## config.mk

```make
export PLATFORM = sky130hd
export DESIGN_NAME = if_prefetch_unit
export DESIGN_NICKNAME = d
export VERILOG_FILES = /design/src/rtl/if_pkg.sv /design/src/rtl/if_prefetch_unit_sync_fifo.sv /design/src/rtl/if_prefetch_unit.sv
export SDC_FILE = /design/constraint.sdc
export NUM_CORES = 1
export LEC_CHECK = 0
export CAP_MARGIN = 5
export CORE_UTILIZATION = 62
export DETAILED_ROUTE_END_ITERATION = 7
export PLACE_DENSITY = 0.89
export SLEW_MARGIN = 30
export SYNTH_ARGS = -nofsm -noshare
export SYNTH_HDL_FRONTEND = slang
export SYNTH_HIERARCHICAL = 1
export SYNTH_SLANG_ARGS = --single-unit
```

## constraint.sdc

```tcl
create_clock -name clk -period 27.1 [get_ports clk]
set_input_delay 6.775 -clock clk [delete_from_list [all_inputs] [get_ports clk]]
set_output_delay 6.775 -clock clk [all_outputs]
set_load 0.03 [all_outputs]
```

## src/rtl/if_pkg.sv

```systemverilog
// Shared definitions for the instruction-fetch slice: default widths, reset PC,
// sequential step, and the {pc, instr} entry held in the prefetch queue.
package if_pkg;

  localparam int unsigned        IF_XLEN     = 32;
  localparam int unsigned        IF_PC_STEP  = 4;
  localparam logic [IF_XLEN-1:0] IF_RESET_PC = '0;

  typedef struct packed {
    logic [IF_XLEN-1:0] pc;
    logic [IF_XLEN-1:0] instr;
  } fetch_entry_t;

  localparam int unsigned IF_ENTRY_W = $bits(fetch_entry_t);

endpackage

```

## src/rtl/if_prefetch_unit_sync_fifo.sv

```systemverilog
// Synchronous FIFO with flush. The head entry is read straight from the
// registered storage, so the output never depends on this cycle's push.
module sync_fifo
  import if_pkg::*;
#(
  parameter int unsigned WIDTH = IF_ENTRY_W,
  parameter int unsigned DEPTH = 4
) (
  input  logic                     clk,
  input  logic                     rst,
  input  logic                     push,
  input  logic                     pop,
  input  logic                     flush,
  input  logic [WIDTH-1:0]         wr_data,
  output logic [WIDTH-1:0]         rd_data,
  output logic [$clog2(DEPTH):0]   count,
  output logic                     full,
  output logic                     empty
);

  localparam int unsigned AW = $clog2(DEPTH);

  logic [WIDTH-1:0] mem [DEPTH];
  logic [AW-1:0]    wr_ptr;
  logic [AW-1:0]    rd_ptr;
  logic             do_push;
  logic             do_pop;

  assign full    = (count == (AW+1)'(DEPTH));
  assign empty   = (count == '0);
  // A push into a full queue is accepted only when the head leaves in the same cycle.
  assign do_pop  = pop && !empty && !flush;
  assign do_push = push && (!full || do_pop) && !flush;
  assign rd_data = mem[rd_ptr];

  always_ff @(posedge clk or posedge rst) begin
    if (rst) begin
      wr_ptr <= '0;
      rd_ptr <= '0;
      count  <= '0;
      for (int unsigned i = 0; i < DEPTH; i++) begin
        mem[i] <= '0;
      end
    end else if (flush) begin
      wr_ptr <= '0;
      rd_ptr <= '0;
      count  <= '0;
    end else begin
      if (do_push) begin
        mem[wr_ptr] <= wr_data;
        wr_ptr      <= wr_ptr + 1'b1;
      end
      if (do_pop) begin
        rd_ptr <= rd_ptr + 1'b1;
      end
      case ({do_push, do_pop})
        2'b10:   count <= count + 1'b1;
        2'b01:   count <= count - 1'b1;
        default: count <= count;
      endcase
    end
  end

endmodule

```

## src/rtl/if_prefetch_unit.sv

```systemverilog
// Prefetching fetch stage: credit-limited request issue to a variable-latency
// instruction memory, in-order response queue, branch redirect with squash.
module if_prefetch_unit
  import if_pkg::*;
#(
  parameter int unsigned      XLEN     = IF_XLEN,
  parameter int unsigned      QDEPTH   = 4,
  parameter logic [XLEN-1:0]  RESET_PC = XLEN'(IF_RESET_PC),
  parameter int unsigned      PC_STEP  = IF_PC_STEP
) (
  input  logic            clk,
  input  logic            rst,
  input  logic            isbranchtaken,
  input  logic [XLEN-1:0] branchpc,
  output logic            imem_req_valid,
  input  logic            imem_req_ready,
  output logic [XLEN-1:0] imem_req_addr,
  input  logic            imem_rsp_valid,
  input  logic [XLEN-1:0] imem_rsp_data,
  output logic            instr_valid,
  input  logic            instr_ready,
  output logic [XLEN-1:0] instruct,
  output logic [XLEN-1:0] instr_pc
);

  localparam int unsigned     CW           = $clog2(QDEPTH) + 1;
  localparam logic [XLEN-1:0] STEP         = XLEN'(PC_STEP);
  localparam logic [CW:0]     CREDIT_LIMIT = (CW+1)'(QDEPTH);

  logic [XLEN-1:0]   fetch_pc;
  logic [XLEN-1:0]   rsp_pc;
  logic [XLEN-1:0]   target_pc;
  logic [CW-1:0]     outstanding;
  logic [CW-1:0]     drop_cnt;
  logic [CW-1:0]     q_count;
  logic [CW:0]       in_flight;
  logic              req_fire;
  logic              rsp_drop;
  logic              q_push;
  logic              q_pop;
  logic              q_full;
  logic              q_empty;
  logic [2*XLEN-1:0] q_wdata;
  logic [2*XLEN-1:0] q_rdata;

  assign target_pc = branchpc & ~XLEN'(3);

  // Every issued request owns a queue slot until popped, so the queue cannot overflow.
  assign in_flight      = {1'b0, outstanding} + {1'b0, q_count};
  assign imem_req_valid = !rst && !isbranchtaken && (in_flight < CREDIT_LIMIT);
  assign imem_req_addr  = fetch_pc;
  assign req_fire       = imem_req_valid && imem_req_ready;

  // A response arriving in the redirect cycle belongs to the old path as well.
  assign rsp_drop = imem_rsp_valid && (isbranchtaken || (drop_cnt != '0));
  assign q_push   = imem_rsp_valid && !rsp_drop;
  assign q_pop    = instr_valid && instr_ready && !isbranchtaken;
  assign q_wdata  = {rsp_pc, imem_rsp_data};

  assign instr_valid          = !q_empty;
  assign {instr_pc, instruct} = q_rdata;

  always_ff @(posedge clk or posedge rst) begin
    if (rst) begin
      fetch_pc    <= RESET_PC;
      rsp_pc      <= RESET_PC;
      outstanding <= '0;
      drop_cnt    <= '0;
    end else begin
      outstanding <= outstanding + CW'(req_fire) - CW'(imem_rsp_valid);
      if (isbranchtaken) begin
        fetch_pc <= target_pc;
        rsp_pc   <= target_pc;
        drop_cnt <= outstanding - CW'(imem_rsp_valid);
      end else begin
        if (req_fire) begin
          fetch_pc <= fetch_pc + STEP;
        end
        if (q_push) begin
          rsp_pc <= rsp_pc + STEP;
        end
        if (rsp_drop) begin
          drop_cnt <= drop_cnt - 1'b1;
        end
      end
    end
  end

  sync_fifo #(
    .WIDTH (2*XLEN),
    .DEPTH (QDEPTH)
  ) u_queue (
    .clk     (clk),
    .rst     (rst),
    .push    (q_push),
    .pop     (q_pop),
    .flush   (isbranchtaken),
    .wr_data (q_wdata),
    .rd_data (q_rdata),
    .count   (q_count),
    .full    (q_full),
    .empty   (q_empty)
  );

  a_rsp_without_req: assert property (@(posedge clk) disable iff (rst)
    !(imem_rsp_valid && (outstanding == '0)));
  a_q_count_bound: assert property (@(posedge clk) disable iff (rst)
    q_count <= CW'(QDEPTH));
  a_no_overflow: assert property (@(posedge clk) disable iff (rst)
    !(q_full && q_push && !q_pop));

endmodule

```

* After elaboration in Yosys (flattened, before gate mapping) *
Index checks and enable logic that the tools add are counted.

cells by class
  order comparisons = 4
  add/subtract/negate cells = 11
  equal/unequal tests = 3
  reductions and logical operators = 28
  bitwise operators = 3
  muxes and demuxes = 18

operator list
  cell                                                 count
  bitwise mux 256 bit                                  1
  two-way mux 64 bit                                   3
  binary-select mux 64 bit (select 2 bit)              1
  demux 64 bit (select 2 bit)                          1
  two-way mux 32 bit                                   4
  adder 32 x 3 -> 32 bit (second input constant)       2
  logical AND 1 bit                                    12
  nonzero test 2 bit                                   5
  two-way mux 3 bit                                    3
  two-way mux 2 bit                                    4
  >= comparator 3 bit (second input constant)          2
  inverter 2 -> 3 bit                                  2
  case mux 3 bit (2 select lines)                      1
  nonzero test 3 bit                                   2
  subtractor 3 x 1 -> 3 bit                            2
  subtractor 3 x 1 -> 3 bit (second input constant)    2
  zero test 1 bit                                      5
  adder 2 x 1 -> 2 bit (second input constant)         2
  adder 3 x 3 -> 4 bit                                 1
  < comparator 4 x 3 -> 1 bit (second input constant)  1
  adder 3 x 1 -> 3 bit                                 1
  adder 3 x 1 -> 3 bit (second input constant)         1
  == test 3 bit (second input constant)                1
  zero test 3 bit                                      1
  other kinds (6)                                      7

word-level totals
  bits of input ports = 70
  logic and storage cells = 78
  flip-flop bits (word level) = 333
  output and inout port bits = 98

* Longest topological paths before layout *
Gate-level depths: netlist of the first run.

  word-level depth = 12
  gate-level depth with buffers = 12
  mapped depth without buffers = 10

* By module *
Netlist of the first run, hierarchy kept.

by module, submodules not included
  module            instances  area an instance (um^2)  sequential area each (um^2)  cells each
  sync_fifo         1          11967.7                  6581.3                       681
  if_prefetch_unit  1          3902.5                   1651.6                       419

* Least setup slack after synthesis of the first run *
OpenSTA, ideal clock, no wires.

  path type = input-to-output
  from = input port isbranchtaken
  to = output port imem_req_valid
  arrival time = 7288 ps
  buffers on the path = 0
  required time = 20325 ps
  stages on the path = 2
  slack = 13037 ps
  cell sequence = nor3_1 > and3_1

on the way
  cells in the longest elaborated chain, start to end = 3

ends and longest elaborated chain
  element                         RTL line                text
  from (decl)                     if_prefetch_unit.sv:13  input logic isbranchtaken,
  zero test 1 bit                 if_prefetch_unit.sv:50  assign imem_req_valid = !rst && !isbranchtaken && (in_flight < CREDIT_LIMIT);
  logical AND 1 bit (2 in a row)  if_prefetch_unit.sv:50
  to (decl)                       if_prefetch_unit.sv:15  output logic imem_req_valid,

Every way passes these cells.

* Worst setup path after layout of the first run *
Same ends and word-level chain as after synthesis.

==> flow_summary.ini, run 1 <==
[routing]
wire_per_inst_um = 21.5
first_iter_violations = 778
num_vias = 9930
drt-pass1-iter-count = 6
ant_nets = 0
post-route-drc-count = 0
wirelength_mm = 34.5
via_per_inst = 6.18

[synthesis]
syn_inst = 1099
synthesis.area_sq_um = 15900
syn_avg_cell_area_sq_um = 14.4
synth.yosys.warnings = 6

[sta]
clock-skew-final_ns = 0.0127
worstMarginPinSlew_ns = 0.992
grt_setup_unrepaired = no
fin_crit_ns = 15.18
drv_slew = 0
hold_viol = 0
setup_tns_ns = 0
max-slew-margin-rel_pct = 33.6
holdWs_ns = 0.485
setup_viol = 0
max_freq_mhz = 65.9
min_period_over_period_pct = 56.0

[final_layout]
final_cell_mix = dfrtp_1 (327), clkdlybuf4s50_1 (162), mux2_2 (108)
layout-drive-gt1-share_pct = 24.7
synthToLayoutAreaGrowth_pct = 18.0
antennaDiodeCount = 0
fillers = 1574
final_common_cell = dfrtp_1
fin_nets = 1341
layoutNonFillerInstCount = 1607

[worst_setup_path]
worstSetupPathType = in -> out
critPathLaunchType = input port
cp_slowest_cell = clkdlybuf4s50_1
critPathTopFamily = buffers and inverters
r2r_slack_ns = 23.21
setup.worst_path.start = isbranchtaken
crit_path_end_kind = output pin
path_cells = buf_2, buf_4, nor3_1, and3_1, clkdlybuf4s50_1
reg2reg_from = u_queue/count[2]$_DFFE_PP0P_
rr_endpoint = outstanding[2]$_DFF_PP0_
required_ns = 20.32
arrival_ns = 8.40
slowest_delay_ns = 0.68
critPathBufInv = 3
path_max_fanout = 65
rr_worst_depth = 10

[clock_tree]
post_cts_resized = 0
hold_buffers = 0
htree_levels = 2
clk_latency_ns = 0.50
post-cts-setup-buffers = 0
cts-buffers-inserted = 36
cts.sink_count = 329
clockBufferDepth = 3
clkTransAtPathRegs_ns = 0.05
cts-root-buf = clkbuf_16
cts_tree = done

[die]
std_cell_rows = 58
dieArea_sq_um = 26200
die_w_um = 162
core_area_sq_um = 25100
start_util_pct = 63.2
ios = 168
chipHeight_um = 162

[global_routing]
antenna_found_initial = 0
grt_pass1_vias = 10476
grt.total_usage_pct = 27.4
grt_max_degree = 140
grt_pass1_wl_mm = 56.5
overflow = 0

[power_and_ir_drop]
pwr-share-seq_pct = 40.5
p_sw_share_pct = 29.8
internal-power_mw = 1.06
p_sw_mw = 0.450
power_frac_comb_pct = 26.7
peakVddDrop_uv = 69.0
p_leak_nw = 8.68
pwr-share-clk_pct = 32.8
fin_total_pwr_mw = 1.51
p_per_area_nw_per_um2 = 80.7

[placement]
post-dp-hpwl_mm = 21.7
dp_cells = 1547
port-buffer-count = 163
place.gp.congestion = 0.898

[run_status]
status = complete, no violations

[hold_path]
hold_class = reg -> reg
hold_depth = 1
hold_end = u_queue/mem[119]$_DFFE_PP0P_
min_from = u_queue/mem[119]$_DFFE_PP0P_

[flow_run]
drv_cap = 0
-- cell type report --
class                           instances  area, sq um  area share [%]
Sequential cell                       329         8240            44.0
Multi-Input combinational cell        686         7040            37.6
Timing Repair Buffer                  174         1710            9.15
Clock buffer                           51         1050            5.60
Tap cell                              330          413            2.21
Clock inverter                          9          151           0.809
Inverter                               28          118           0.628
-- sequential cells by signal (all words and copies together) (netlist names) --
| name | flops |
|---|---|
| u_queue/mem | 256 |
| imem_req_addr | 30 |
| rsp_pc | 30 |
| drop_cnt | 3 |
| outstanding | 3 |
| u_queue/count | 3 |
| u_queue/rd_ptr | 2 |
| u_queue/wr_ptr | 2 |
-- per-stage QoR --
step	utilization [%]	cell area, sq um	setup WS [ns]
global route	74.6	18700	11.86
global placement	69.8	17500	11.98
floorplan	-	15900	13.04
CTS	74.5	18700	11.95
detailed placement	69.8	17500	11.97
finish	74.6	18700	11.92
-- how the worst max path moves through the flow --
stage,depth (start not counted),endpoint,slack [ns]
floorplan,2,imem_req_valid,13.04
global placement,5,imem_req_valid,11.98
detailed placement,5,imem_req_valid,11.97
CTS,4,imem_req_valid,11.95
global route,4,imem_req_valid,11.86
finish,5,imem_req_valid,11.92
-- routing by layer --
metal	vias to the layer above	part of all wire (%)	track usage (%)	wire length, um
met5	-	0	0	0
met4	0	1.8	6.90	630
met3	59	5.8	4.29	2010
met2	347	49	44.7	17000
met1	5188	43	38.9	14900
li1	4336	-	-	-
-- power groups by stage --
stage / clock [mW] / combinational [mW] / sequential (mW)
after global placement: 0 / 0.394 / 0.611
after detailed placement: 0 / 0.405 / 0.617
after CTS: 0.502 / 0.407 / 0.610
after floorplan: 0 / 0.254 / 0.609
after global routing: 0.524 / 0.427 / 0.619
final: 0.495 / 0.404 / 0.611
Power figures use the tool's default switching activity.
==> inputs of run 2 (changes only) <==
--- a/config.mk
+++ b/config.mk
@@ -6,9 +6,9 @@
 export NUM_CORES = 1
 export LEC_CHECK = 0
 export CAP_MARGIN = 5
-export CORE_UTILIZATION = 62
+export CORE_UTILIZATION = 52
 export DETAILED_ROUTE_END_ITERATION = 7
-export PLACE_DENSITY = 0.89
+export PLACE_DENSITY = 0.8
 export SLEW_MARGIN = 30
 export SYNTH_ARGS = -nofsm -noshare
 export SYNTH_HDL_FRONTEND = slang
==> constraint.sdc (replaced) <==
create_clock -name clk -period 13.8 [get_ports clk]
set_input_delay 3.45 -clock clk [delete_from_list [all_inputs] [get_ports clk]]
set_output_delay 3.45 -clock clk [all_outputs]
set_load 0.03 [all_outputs]
==> flow_summary.ini, run 2 (same netlist as run 1, synthesis figures left out) <==
[run_status]
status = complete, no violations

[power_and_ir_drop]
internal-power_mw = 2.01
p_leak_nw = 8.66
peakVddDrop_uv = 76.6
p_sw_share_pct = 30.5
p_sw_mw = 0.882
fin_total_pwr_mw = 2.89
power_frac_comb_pct = 27.3
pwr-share-clk_pct = 31.4
pwr-share-seq_pct = 41.3
p_per_area_nw_per_um2 = 154

[hold_path]
hold_end = u_queue/mem[109]$_DFFE_PP0P_
hold_class = reg -> reg
hold_depth = 1
min_from = u_queue/mem[109]$_DFFE_PP0P_

[worst_setup_path]
required_ns = 10.35
critPathLaunchType = input port
path_cells = clkdlybuf4s50_1, nor2_1, and3_1, clkdlybuf4s50_1
worstSetupPathType = in -> out
path_max_fanout = 3
cp_slowest_cell = clkdlybuf4s50_1
arrival_ns = 5.07
reg2reg_from = drop_cnt[0]$_DFFE_PP0P_
critPathTopFamily = buffers and inverters
crit_path_end_kind = output pin
slowest_delay_ns = 0.68
rr_endpoint = u_queue/mem[28]$_DFFE_PP0P_
cpMostUsedCell = clkdlybuf4s50_1
rr_worst_depth = 8
r2r_slack_ns = 9.98
critPathBufInv = 2

[die]
ios = 168
dieArea_sq_um = 31200
core_area_sq_um = 29800
std_cell_rows = 63
start_util_pct = 53.2
die_w_um = 177
chipHeight_um = 177

[clock_tree]
clk_latency_ns = 0.51
htree_levels = 2
post_cts_resized = 0
clockBufferDepth = 3
cts.sink_count = 329
hold_buffers = 0
cts_tree = done
clkTransAtPathRegs_ns = 0.06
post-cts-setup-buffers = 0
cts-root-buf = clkbuf_16
cts-buffers-inserted = 36

[global_routing]
grt_pass1_wl_mm = 55.4
grt.total_usage_pct = 22.5
antenna_found_initial = 1
overflow = 0
grt_max_degree = 97
grt_pass1_vias = 10413

[sta]
setup_tns_ns = 0
max_freq_mhz = 117
max-slew-margin-rel_pct = 32.8
grt_setup_unrepaired = no
setup_viol = 0
drv_slew = 0
holdWs_ns = 0.485
worstMarginPinSlew_ns = 1.00
hold_viol = 0
setup_ws_ns = 5.28
clock-skew-final_ns = 0.0202
fin_crit_ns = 8.52
min_period_over_period_pct = 61.8

[routing]
first_iter_violations = 598
drt-pass1-iter-count = 5
ant_nets = 0
wire_per_inst_um = 20.1
post-route-drc-count = 0
wirelength_mm = 33.6
via_per_inst = 5.80
num_vias = 9707

[final_layout]
synthToLayoutAreaGrowth_pct = 18.3
layout-drive-gt1-share_pct = 25.0
final_cell_mix = dfrtp_1 (327), clkdlybuf4s50_1 (162), mux2_2 (108)
largest_reg_flops = 256
fin_nets = 1342
final_common_cell = dfrtp_1
largest_register = u_queue/mem

[placement]
port-buffer-count = 163
post-dp-hpwl_mm = 21.2
dp_slack_ns = 5.30
place.gp.congestion = 0.865

[flow_run]
drv_cap = 0
## run 2: cell type report
cell class                      instances  area [sq um]
Fill cell                            2157         11000
Antenna cell                            1          2.50
Clock inverter                         12          76.3
Inverter                               28           113
Tap cell                              390           488
Sequential cell                       329          8240
Clock buffer                           52          1050
Multi-Input combinational cell        686          7040
Timing Repair Buffer                  175          1750
## run 2: power groups by stage
stage          registers, mW  logic (mW)  clock network (mW)
3_5_place_dp            1.21       0.795                   0
6_report                1.20       0.789               0.910
3_3_place_gp            1.20       0.779                   0
4_1_cts                 1.20       0.798               0.934
2_1_floorplan           1.20       0.499                   0
5_1_grt                 1.22       0.839               0.973
## run 2: how the worst max path moves through the flow
stage / from / end / slack, ns / depth (start not counted)
6_report: rst / imem_req_valid / 5.28 / 4
5_1_grt: isbranchtaken / imem_req_valid / 5.21 / 5
4_1_cts: rst / imem_req_valid / 5.28 / 4
3_5_place_dp: rst / imem_req_valid / 5.30 / 4
3_3_place_gp: rst / imem_req_valid / 5.31 / 4
2_1_floorplan: rst / u_queue/count[0]$_DFFE_PP0P_ / 3.11 / 1
## run 2: worst reg2reg max path, delay by kind of cell (launching register included)
family | cells | cell delay [ns]
AND/OR/NAND/NOR | 4 | 1.95
multiplexers | 1 | 0.44
adder cells (fa/ha/maj) | 1 | 0.24
flip-flops | 1 | 0.38
buffers and inverters | 2 | 0.68
## run 2: per-layer routing
layer  GRT usage (%)  share of wire, %  vias up  wire length (um)
li1                -                 -     4333                 -
met1            31.4                45     5049             15100
met3            4.15               5.7       43              1910
met5               0             0.039        -                13
met4            5.78               1.6        2               542
met2            36.3                48      280             16000
## run 2: metrics by stage
stage / cell area, sq um / util, % / cells
global route: 18800 / 63.0 / 1672
CTS: 18700 / 62.9 / 1671
detailed placement: 17600 / 59.1 / 1607
global placement: 17600 / 59.0 / 1606
floorplan: 15900 / - / 1108
finish: 18800 / 63.0 / 1673
==> inputs of run 3 (changes only) <==
--- a/config.mk
+++ b/config.mk
@@ -6,9 +6,9 @@
 export NUM_CORES = 1
 export LEC_CHECK = 0
 export CAP_MARGIN = 5
-export CORE_UTILIZATION = 52
+export CORE_UTILIZATION = 57
 export DETAILED_ROUTE_END_ITERATION = 7
-export PLACE_DENSITY = 0.8
+export PLACE_DENSITY = 0.83
 export SLEW_MARGIN = 30
 export SYNTH_ARGS = -nofsm -noshare
 export SYNTH_HDL_FRONTEND = slang
==> constraint.sdc (replaced) <==
create_clock -name clk -period 8.25 [get_ports clk]
set_input_delay 2.0625 -clock clk [delete_from_list [all_inputs] [get_ports clk]]
set_output_delay 2.0625 -clock clk [all_outputs]
set_load 0.03 [all_outputs]
==> flow_summary.ini, run 3 (same netlist as run 1, synthesis figures left out) <==
[clock_tree]
hold_buffers = 0
htree_levels = 2
cts_tree = done
post-cts-setup-buffers = 0
cts-buffers-inserted = 36
clk_latency_ns = 0.51
cts-root-buf = clkbuf_16
cts.sink_count = 329
clkTransAtPathRegs_ns = 0.06
clockBufferDepth = 3
post_cts_resized = 0

[routing]
post-route-drc-count = 0
ant_nets = 0
wirelength_mm = 33.9
wire_per_inst_um = 20.5
drt-pass1-iter-count = 7
first_iter_violations = 691
num_vias = 9827
via_per_inst = 5.93

[worst_setup_path]
critPathLaunchType = input port
slowest_delay_ns = 0.68
worstSetupPathType = in -> out
crit_path_end_kind = output pin
path_cells = buf_2, buf_4, nor3_1, and3_1, clkdlybuf4s50_1
arrival_ns = 3.66
required_ns = 6.19
cp_slowest_cell = clkdlybuf4s50_1
path_max_fanout = 65

[sta]
fin_crit_ns = 5.72
setup_viol = 0
max-slew-margin-rel_pct = 36.0
hold_viol = 0
drv_slew = 0
setup_tns_ns = 0
worstMarginPinSlew_ns = 0.956
min_period_over_period_pct = 69.3
grt_setup_unrepaired = no
clock-skew-final_ns = 0.0183
max_freq_mhz = 175

[placement]
port-buffer-count = 163
post-dp-hpwl_mm = 20.8
place.gp.congestion = 0.854
dpl-instance-area_sq_um = 17600

[final_layout]
largest_register = u_queue/mem
synthToLayoutAreaGrowth_pct = 18.7
final_area_sq_um = 18800
fin_nets = 1344
largest_reg_flops = 256
layout-drive-gt1-share_pct = 25.0
final_common_cell = dfrtp_1
antennaDiodeCount = 0
final_cell_mix = dfrtp_1 (327), clkdlybuf4s50_1 (162), mux2_2 (108)

[die]
die_w_um = 169
dieArea_sq_um = 28500
start_util_pct = 58.5
chipHeight_um = 169
core_area_sq_um = 27100
ios = 168
std_cell_rows = 60

[run_status]
status = complete, no violations

[hold_path]
hold_class = reg -> reg

[power_and_ir_drop]
p_leak_nw = 8.71
p_per_area_nw_per_um2 = 262
peakVddDrop_uv = 156

[flow_run]
drv_cap = 0

[global_routing]
grt.total_usage_pct = 24.7
antenna_found_initial = 0
grt_max_degree = 185
grt_pass1_wl_mm = 55.8
overflow = 0
grt_pass1_vias = 10330
==> run 3: layout make-up <==
type / instances / area [sq um]
clock buffers: 52 / 1040
clock inverters: 12 / 141
fillers: 1820 / 8270
inverters: 28 / 109
multi-input cells: 686 / 7040
flip-flops and latches: 329 / 8240
well taps: 372 / 465
repair buffers: 177 / 1790
==> run 3: final timing paths <==
| kind | startpoint | endpoint | slack, ns | cells after the start |
|---|---|---|---|---|
| setup / recovery | isbranchtaken | imem_req_valid | 2.53 | 5 |
| min in group asynchronous | rst | imem_req_addr[29]$_DFFE_PP0P_ | 1.97 | 2 |
| hold reg to reg | u_queue/mem[95]$_DFFE_PP0P_ | u_queue/mem[95]$_DFFE_PP0P_ | 0.48 | 1 |
| setup reg to reg | u_queue/count[2]$_DFFE_PP0P_ | outstanding[2]$_DFF_PP0_ | 4.36 | 10 |
| max in group asynchronous | rst | u_queue/mem[46]$_DFFE_PP0P_ | 4.89 | 4 |
| hold / removal | u_queue/mem[95]$_DFFE_PP0P_ | u_queue/mem[95]$_DFFE_PP0P_ | 0.48 | 1 |
==> run 3: worst max-delay path: cells and delay by family <==
kind	cells	cell delay, ns
AND/OR/NAND/NOR	2	0.49
buffers and inverters	3	1.08
==> run 3: power breakdown <==
group / switching (mW) / leakage [nW] / internal (mW)
Clock: 0.632 / 0.589 / 0.973
Combinational: 0.680 / 3.74 / 0.643
Sequential: 0.169 / 4.38 / 1.84
==> run 3: through the flow <==
stage | total power [mW] | std cells | setup slack (ns) | hold WS (ns) | utilization, %
global route | 5.14 | 1656 | 2.44 | 0.501 | 69.5
CTS | 4.98 | 1655 | 2.53 | 0.490 | 69.4
floorplan | 2.83 | 1108 | 2.72 | 0.459 | -
global placement | 3.31 | 1590 | 2.37 | 0.468 | 64.9
detailed placement | 3.35 | 1591 | 2.25 | 0.477 | 65.0
finish | 4.93 | 1656 | 2.53 | 0.485 | 69.5
==> run 3: per-layer routing <==
layer  vias up  global-route usage (%)  share of wire (%)
met1      5092                    35.3                 45
met5         -                       0                  0
met4         0                    6.76                2.0
li1       4350                       -                  -
met3        59                    4.02                5.7
met2       326                    39.5                 48
